### src/rtl/l2c_fill_q.sv
// L2C fill controller: queues MNI fill requests and sequences each one through tag check,
// writeback wait, SRAM access and tag set, demoting repeatedly failing lines to direct transfers.
module l2c_fill_q #(
  parameter int unsigned WAY_BITS  = 3,
  parameter int unsigned SET_BITS  = 9,
  parameter int unsigned LINE_BITS = 6,
  parameter int unsigned QDEPTH    = 2,
  parameter int unsigned MAX_RETRY = 7
) (
  input  logic                                   Clk,
  input  logic                                   Reset,
  input  logic                                   i_mni_fill_valid,
  input  logic [3:0]                             i_mni_fill_len,
  input  logic [31:0]                            i_mni_fill_adr,
  output logic                                   o_mni_fill_ready,
  input  logic                                   i_fill_success,
  input  logic                                   i_fill_fail,
  input  logic [WAY_BITS-1:0]                    i_way,
  output logic                                   o_fill_check_req,
  output logic                                   o_fill_set_req,
  output logic [31:0]                            o_fill_adr,
  output logic [WAY_BITS-1:0]                    o_fill_set_way,
  input  logic                                   i_wb_ack_broadcast,
  input  logic                                   i_fill_start,
  input  logic                                   i_fill_end,
  output logic [SET_BITS+WAY_BITS+LINE_BITS-1:0] o_sram_adr,
  output logic                                   o_mni_fill_stall,
  output logic                                   o_fill_direct,
  output logic                                   o_fill_broadcast,
  output logic                                   o_fill_abort,
  output logic                                   o_busy
);

  localparam int unsigned PtrW   = (QDEPTH > 1) ? $clog2(QDEPTH) : 1;
  localparam int unsigned RetryW = (MAX_RETRY == 0) ? 1 : $clog2(MAX_RETRY + 1);

  typedef enum logic [6:0] {
    StIdle      = 7'b000_0001,
    StTagCheck  = 7'b000_0010,
    StWaitWbAck = 7'b000_0100,
    StSram      = 7'b000_1000,
    StAccess    = 7'b001_0000,
    StTagSet    = 7'b010_0000,
    StDirect    = 7'b100_0000
  } state_e;

  state_e              state_q, state_d;
  logic [PtrW:0]       wr_ptr_q, wr_ptr_d, rd_ptr_q, rd_ptr_d;
  logic [31:0]         q_adr_q [QDEPTH];
  logic [31:0]         q_adr_d [QDEPTH];
  logic [3:0]          q_len_q [QDEPTH];
  logic [3:0]          q_len_d [QDEPTH];
  logic [RetryW-1:0]   retry_q, retry_d, retry_inc;
  logic [WAY_BITS-1:0] way_q, way_d;
  logic [31:0]         fill_adr_q, fill_adr_d;
  logic                full, empty, push, pop, abort;
  logic [PtrW-1:0]     wr_idx, rd_idx;

  assign wr_idx = wr_ptr_q[PtrW-1:0];
  assign rd_idx = rd_ptr_q[PtrW-1:0];
  assign empty  = (wr_ptr_q == rd_ptr_q);
  assign full   = (wr_ptr_q[PtrW] != rd_ptr_q[PtrW]) && (wr_idx == rd_idx);
  assign push   = i_mni_fill_valid & ~full;
  assign pop    = (state_q == StIdle) & ~empty;

  // Saturating so an unlimited retry budget never wraps back to a small count.
  assign retry_inc = (&retry_q) ? retry_q : retry_q + 1'b1;

  always_comb begin
    state_d    = state_q;
    wr_ptr_d   = wr_ptr_q;
    rd_ptr_d   = rd_ptr_q;
    q_adr_d    = q_adr_q;
    q_len_d    = q_len_q;
    retry_d    = retry_q;
    way_d      = way_q;
    fill_adr_d = fill_adr_q;
    abort      = 1'b0;

    if (push) begin
      q_adr_d[wr_idx] = i_mni_fill_adr;
      q_len_d[wr_idx] = i_mni_fill_len;
      wr_ptr_d        = wr_ptr_q + 1'b1;
    end

    unique case (state_q)
      StIdle: begin
        if (pop) begin
          rd_ptr_d   = rd_ptr_q + 1'b1;
          fill_adr_d = q_adr_q[rd_idx];
          retry_d    = '0;
          state_d    = (q_len_q[rd_idx] == 4'd0) ? StDirect : StTagCheck;
        end
      end
      StTagCheck: begin
        if (i_fill_fail) begin
          retry_d = retry_inc;
          if ((MAX_RETRY != 0) && (retry_inc == RetryW'(MAX_RETRY))) begin
            state_d = StDirect;
            abort   = 1'b1;
          end else begin
            state_d = StWaitWbAck;
          end
        end else if (i_fill_success) begin
          way_d   = i_way;
          state_d = StSram;
        end
      end
      StWaitWbAck: if (i_wb_ack_broadcast) state_d = StTagCheck;
      StSram:      if (i_fill_start) state_d = StAccess;
      StAccess:    if (i_fill_end) state_d = StTagSet;
      StTagSet:    if (i_fill_success) state_d = StIdle;
      StDirect:    state_d = StIdle;
      default:     state_d = StIdle;
    endcase
  end

  always_ff @(posedge Clk) begin
    if (Reset) begin
      state_q    <= StIdle;
      wr_ptr_q   <= '0;
      rd_ptr_q   <= '0;
      retry_q    <= '0;
      way_q      <= '0;
      fill_adr_q <= '0;
      for (int i = 0; i < QDEPTH; i++) begin
        q_adr_q[i] <= '0;
        q_len_q[i] <= '0;
      end
    end else begin
      state_q    <= state_d;
      wr_ptr_q   <= wr_ptr_d;
      rd_ptr_q   <= rd_ptr_d;
      retry_q    <= retry_d;
      way_q      <= way_d;
      fill_adr_q <= fill_adr_d;
      q_adr_q    <= q_adr_d;
      q_len_q    <= q_len_d;
    end
  end

  assign o_mni_fill_ready = ~full;
  assign o_fill_check_req = (state_q == StTagCheck);
  assign o_fill_set_req   = (state_q == StTagSet);
  assign o_fill_broadcast = (state_q == StTagSet) & i_fill_success;
  assign o_fill_direct    = (state_q == StDirect);
  assign o_fill_abort     = abort;
  assign o_mni_fill_stall = ~(((state_q == StSram) & i_fill_start) | (state_q == StAccess) |
                              (state_q == StDirect));
  assign o_busy           = (state_q != StIdle) | ~empty;
  assign o_fill_adr       = fill_adr_q;
  assign o_fill_set_way   = way_q;
  assign o_sram_adr       = {fill_adr_q[LINE_BITS+SET_BITS-1:LINE_BITS], way_q,
                             {LINE_BITS{1'b0}}};

endmodule

### config.mk
export PLATFORM = sky130hd
export DESIGN_NAME = l2c_fill_q
export DESIGN_NICKNAME = d
export VERILOG_FILES = /design/src/rtl/l2c_fill_q.sv
export SDC_FILE = /design/constraint.sdc
export NUM_CORES = 1
export LEC_CHECK = 0
export CAP_MARGIN = 20
export CORE_ASPECT_RATIO = 0.7
export CORE_MARGIN = 4
export CORE_UTILIZATION = 51
export DETAILED_ROUTE_END_ITERATION = 10
export PLACE_DENSITY_LB_ADDON = 0.12
export SETUP_SLACK_MARGIN = 0.1
export SLEW_MARGIN = 20
export SYNTH_ARGS = -nofsm -noshare
export SYNTH_HDL_FRONTEND = slang
export SYNTH_SLANG_ARGS = --single-unit
### constraint.sdc
create_clock -name Clk -period 2.6 [get_ports Clk]
set_input_delay 0.52 -clock Clk [delete_from_list [all_inputs] [get_ports Clk]]
set_output_delay 0.52 -clock Clk [all_outputs]
set_load 0.02 [all_outputs]
==> flow_metrics.py <==
metrics = {
    "drt": {
        "post-route-drc-count": 0,
        "drtAntennaViolNets": 0,
        "wl_per_cell_um": 14.99,
        "drt-initial-drc-count": 373,
        "wl_mm": 12.40,
        "first_pass_iters": 7,
        "viasPerCell": 5.370,
        "via_count": 4441,
    },
    "floorplanning": {
        "die_area_um2": 11670,
        "rows": 30,
        "design.core.area_um2": 9722,
        "initial_core_util": 0.5238,
        "die_h_um": 91.61,
        "fp.dieW_um": 127.4,
        "io_pins": 108,
    },
    "finish": {
        "areaGrowthSynthToFinish_pct": 32.85,
        "finalNonFillerCells": 827,
        "final_cell_mix": "154 x nand2_1, 120 x dfxtp_1, 93 x clkdlybuf4s50_1",
        "nets": 736,
        "utilization": 0.6959,
        "drive_gt1_frac": 0.1116,
        "diodes": 0,
        "layout_commonest_cell": "nand2_1",
    },
    "setup_path": {
        "worstPathRequired_ns": 2.08,
        "crit_chain": "or4_4 > or2_4 > nor3b_2 > and2_1 > buf_4",
        "slowest_delay_ns": 0.53,
        "reg2reg_slack_ns": 0.42,
        "slowest_stage": "or4_4",
        "critical_path_depth": 5,
        "crit_family": "simple AND/OR/NAND/NOR gates",
        "ff2ff_path_depth": 8,
        "crit_type": "reg -> out",
        "critical_path_buf_inv_count": 1,
        "arrival_ns": 1.97,
        "crit_path_max_fanout": 3,
        "crit_path_start_kind": "flop",
        "end_kind": "output port",
    },
    "synth": {
        "synth-seq-cells": 121,
        "synth_edf_count": 0,
        "synthCells": 604,
        "yosysSeqAreaShare": 0.4757,
        "syn-cell-area_um2": 5092,
        "async_flop_share": 0,
        "synth.avg_cell_area_um2": 8.431,
        "synth_ff_type": "dfxtp_1",
        "yosysUniqueCellTypes": 49,
        "synth_warnings": 0,
    },
    "clock_tree": {
        "clockBufferDepth": 2,
        "cts_tree": "done",
        "clkLatencyLatePin_ns": 0.41,
        "path_clk_slew_ns": 0.06,
        "cts-root-buf": "clkbuf_16",
        "cts.sinks": 121,
        "h-tree-depth": 4,
        "cts_made_buffers": 17,
    },
    "sta": {
        "post-route-min-period_ns": 2.489,
        "setup_viol": 0,
        "slew_headroom": 0.3297,
        "finalCritPeriodShare": 0.9572,
        "setup_ws_ns": 0.1113,
        "hold_viol": 0,
        "clock.fmax_ghz": 0.4018,
        "clock_skew_ns": 0.008517,
        "fin_setup_tns_ns": 0,
        "rsz0062_at_grt": "true",
        "slew_violations": 0,
        "tightest_slew_ns": 1.005,
    },
    "placed_design": {
        "post-place-cells": 797,
        "port_buffers": 101,
        "gp_congestion": 0.8516,
        "pre_cts_ws_ns": 0.004083,
        "dp.final_hpwl_mm": 7.746,
    },
    "grt": {
        "grt_pass1_vias": 4278,
        "track_usage": 0.2192,
        "grt_max_degree": 99,
        "grt_pass1_wl_mm": 20.71,
        "antenna_found_initial": 1,
        "overflow": 0,
    },
    "pwr": {
        "vdd_ir_drop_max_mv": 0.7809,
        "p_per_area_nw_per_um2": 1136,
        "power.total_mw": 7.686,
        "p_leak_nw": 2.440,
    },
    "flow_run": {
        "max_cap_viol_count": 0,
    },
    "min_path": {
        "hold_depth": 2,
        "hold_class": "reg -> reg",
    },
    "outcome": {
        "status": "complete, no violations",
    },
}
-- per-stage QoR --
step / hold WS, ns / instance area [µm²]
floorplan: 0.4357 / 5116
global placement: 0.4405 / 6142
global route: 0.4701 / 6765
CTS: 0.4524 / 6726
finish: 0.4520 / 6765
detailed placement: 0.4456 / 6142
-- state kept, by name, indices dropped and copies added (netlist names) --
signal and cells:
q_adr_q 64, o_fill_adr 32, q_len_q 8, state_q 7, o_fill_set_way 3, retry_q 3, rd_ptr_q 2, wr_ptr_q 2
-- routing by layer --
layer | share of wire | GRT usage
met1 | 0.43 | 0.2807
met2 | 0.48 | 0.3498
met4 | 0.0098 | 0.06696
met3 | 0.073 | 0.07349
met5 | 0.00056 | 0
-- cell usage after synthesis, types with 4 or more instances --
cell type | n | area share
buf_1 | 4 | 0.0029
a21oi_1 | 80 | 0.079
nand2_1 | 154 | 0.11
nor4_1 | 4 | 0.0049
xor2_1 | 5 | 0.0086
xnor2_1 | 5 | 0.0086
dfxtp_1 | 121 | 0.48
clkbuf_1 | 22 | 0.016
a211oi_1 | 34 | 0.050
nor2_1 | 45 | 0.033
mux2i_1 | 35 | 0.069
o21ai_0 | 5 | 0.0049
nor3_1 | 5 | 0.0049
buf_4 | 20 | 0.029
buf_2 | 12 | 0.012
-- where the power goes --
part | total [mW] | internal, mW | switching [mW]
sequential | 2.46 | 2.24 | 0.219
clock | 2.29 | 1.50 | 0.793
combinational | 2.94 | 1.33 | 1.60
total | 7.69 | 5.07 | 2.62
-- cell type report --
cell class / count / area (µm²)
Clock buffer: 23 / 488.0
Timing Repair Buffer: 123 / 1210
Clock inverter: 7 / 92.59
Inverter: 2 / 7.507
Fill cell: 775 / 2957
Tap cell: 128 / 160.2
Sequential cell: 121 / 2424
Multi-Input combinational cell: 423 / 2384
-- worst register-to-register path, delay by kind of cell (launching register included) --
family | cells | cell delay, ns
buf+inv | 3 | 0.61
compound gates | 4 | 0.54
flops | 1 | 0.31
simple gates | 1 | 0.56
-- cells by family after synthesis --
family                     after synthesis  synth area share
AOI/OAI and AO/OA                      131            0.1550
xor gates and xnor gates                10           0.01720
adders and majority gates                1          0.002457
buffers and inverters                   65           0.07469
DFF                                    121            0.4757
muxes                                   35           0.06880
other                                    1         0.0007364
and+or+nand+nor                        240            0.2054
-- path summary, 6_finish.rpt --
path | start | end
setup / recovery | state_q[1] | o_fill_broadcast
hold / removal | q_adr_q[14] | q_adr_q[14]
setup reg to reg | state_q[1] | retry_q[0]
hold reg to reg | q_adr_q[14] | q_adr_q[14]
-- timing repair --
action	4_1_cts	5_1_grt
hold buffers	0	0
pin swaps	2	1
resized for setup	30	8
endpoints found under the setup margin	8	9
hold endpoints to repair	0	0
buffers inserted	0	0
(Power assumes the default switching activity.)
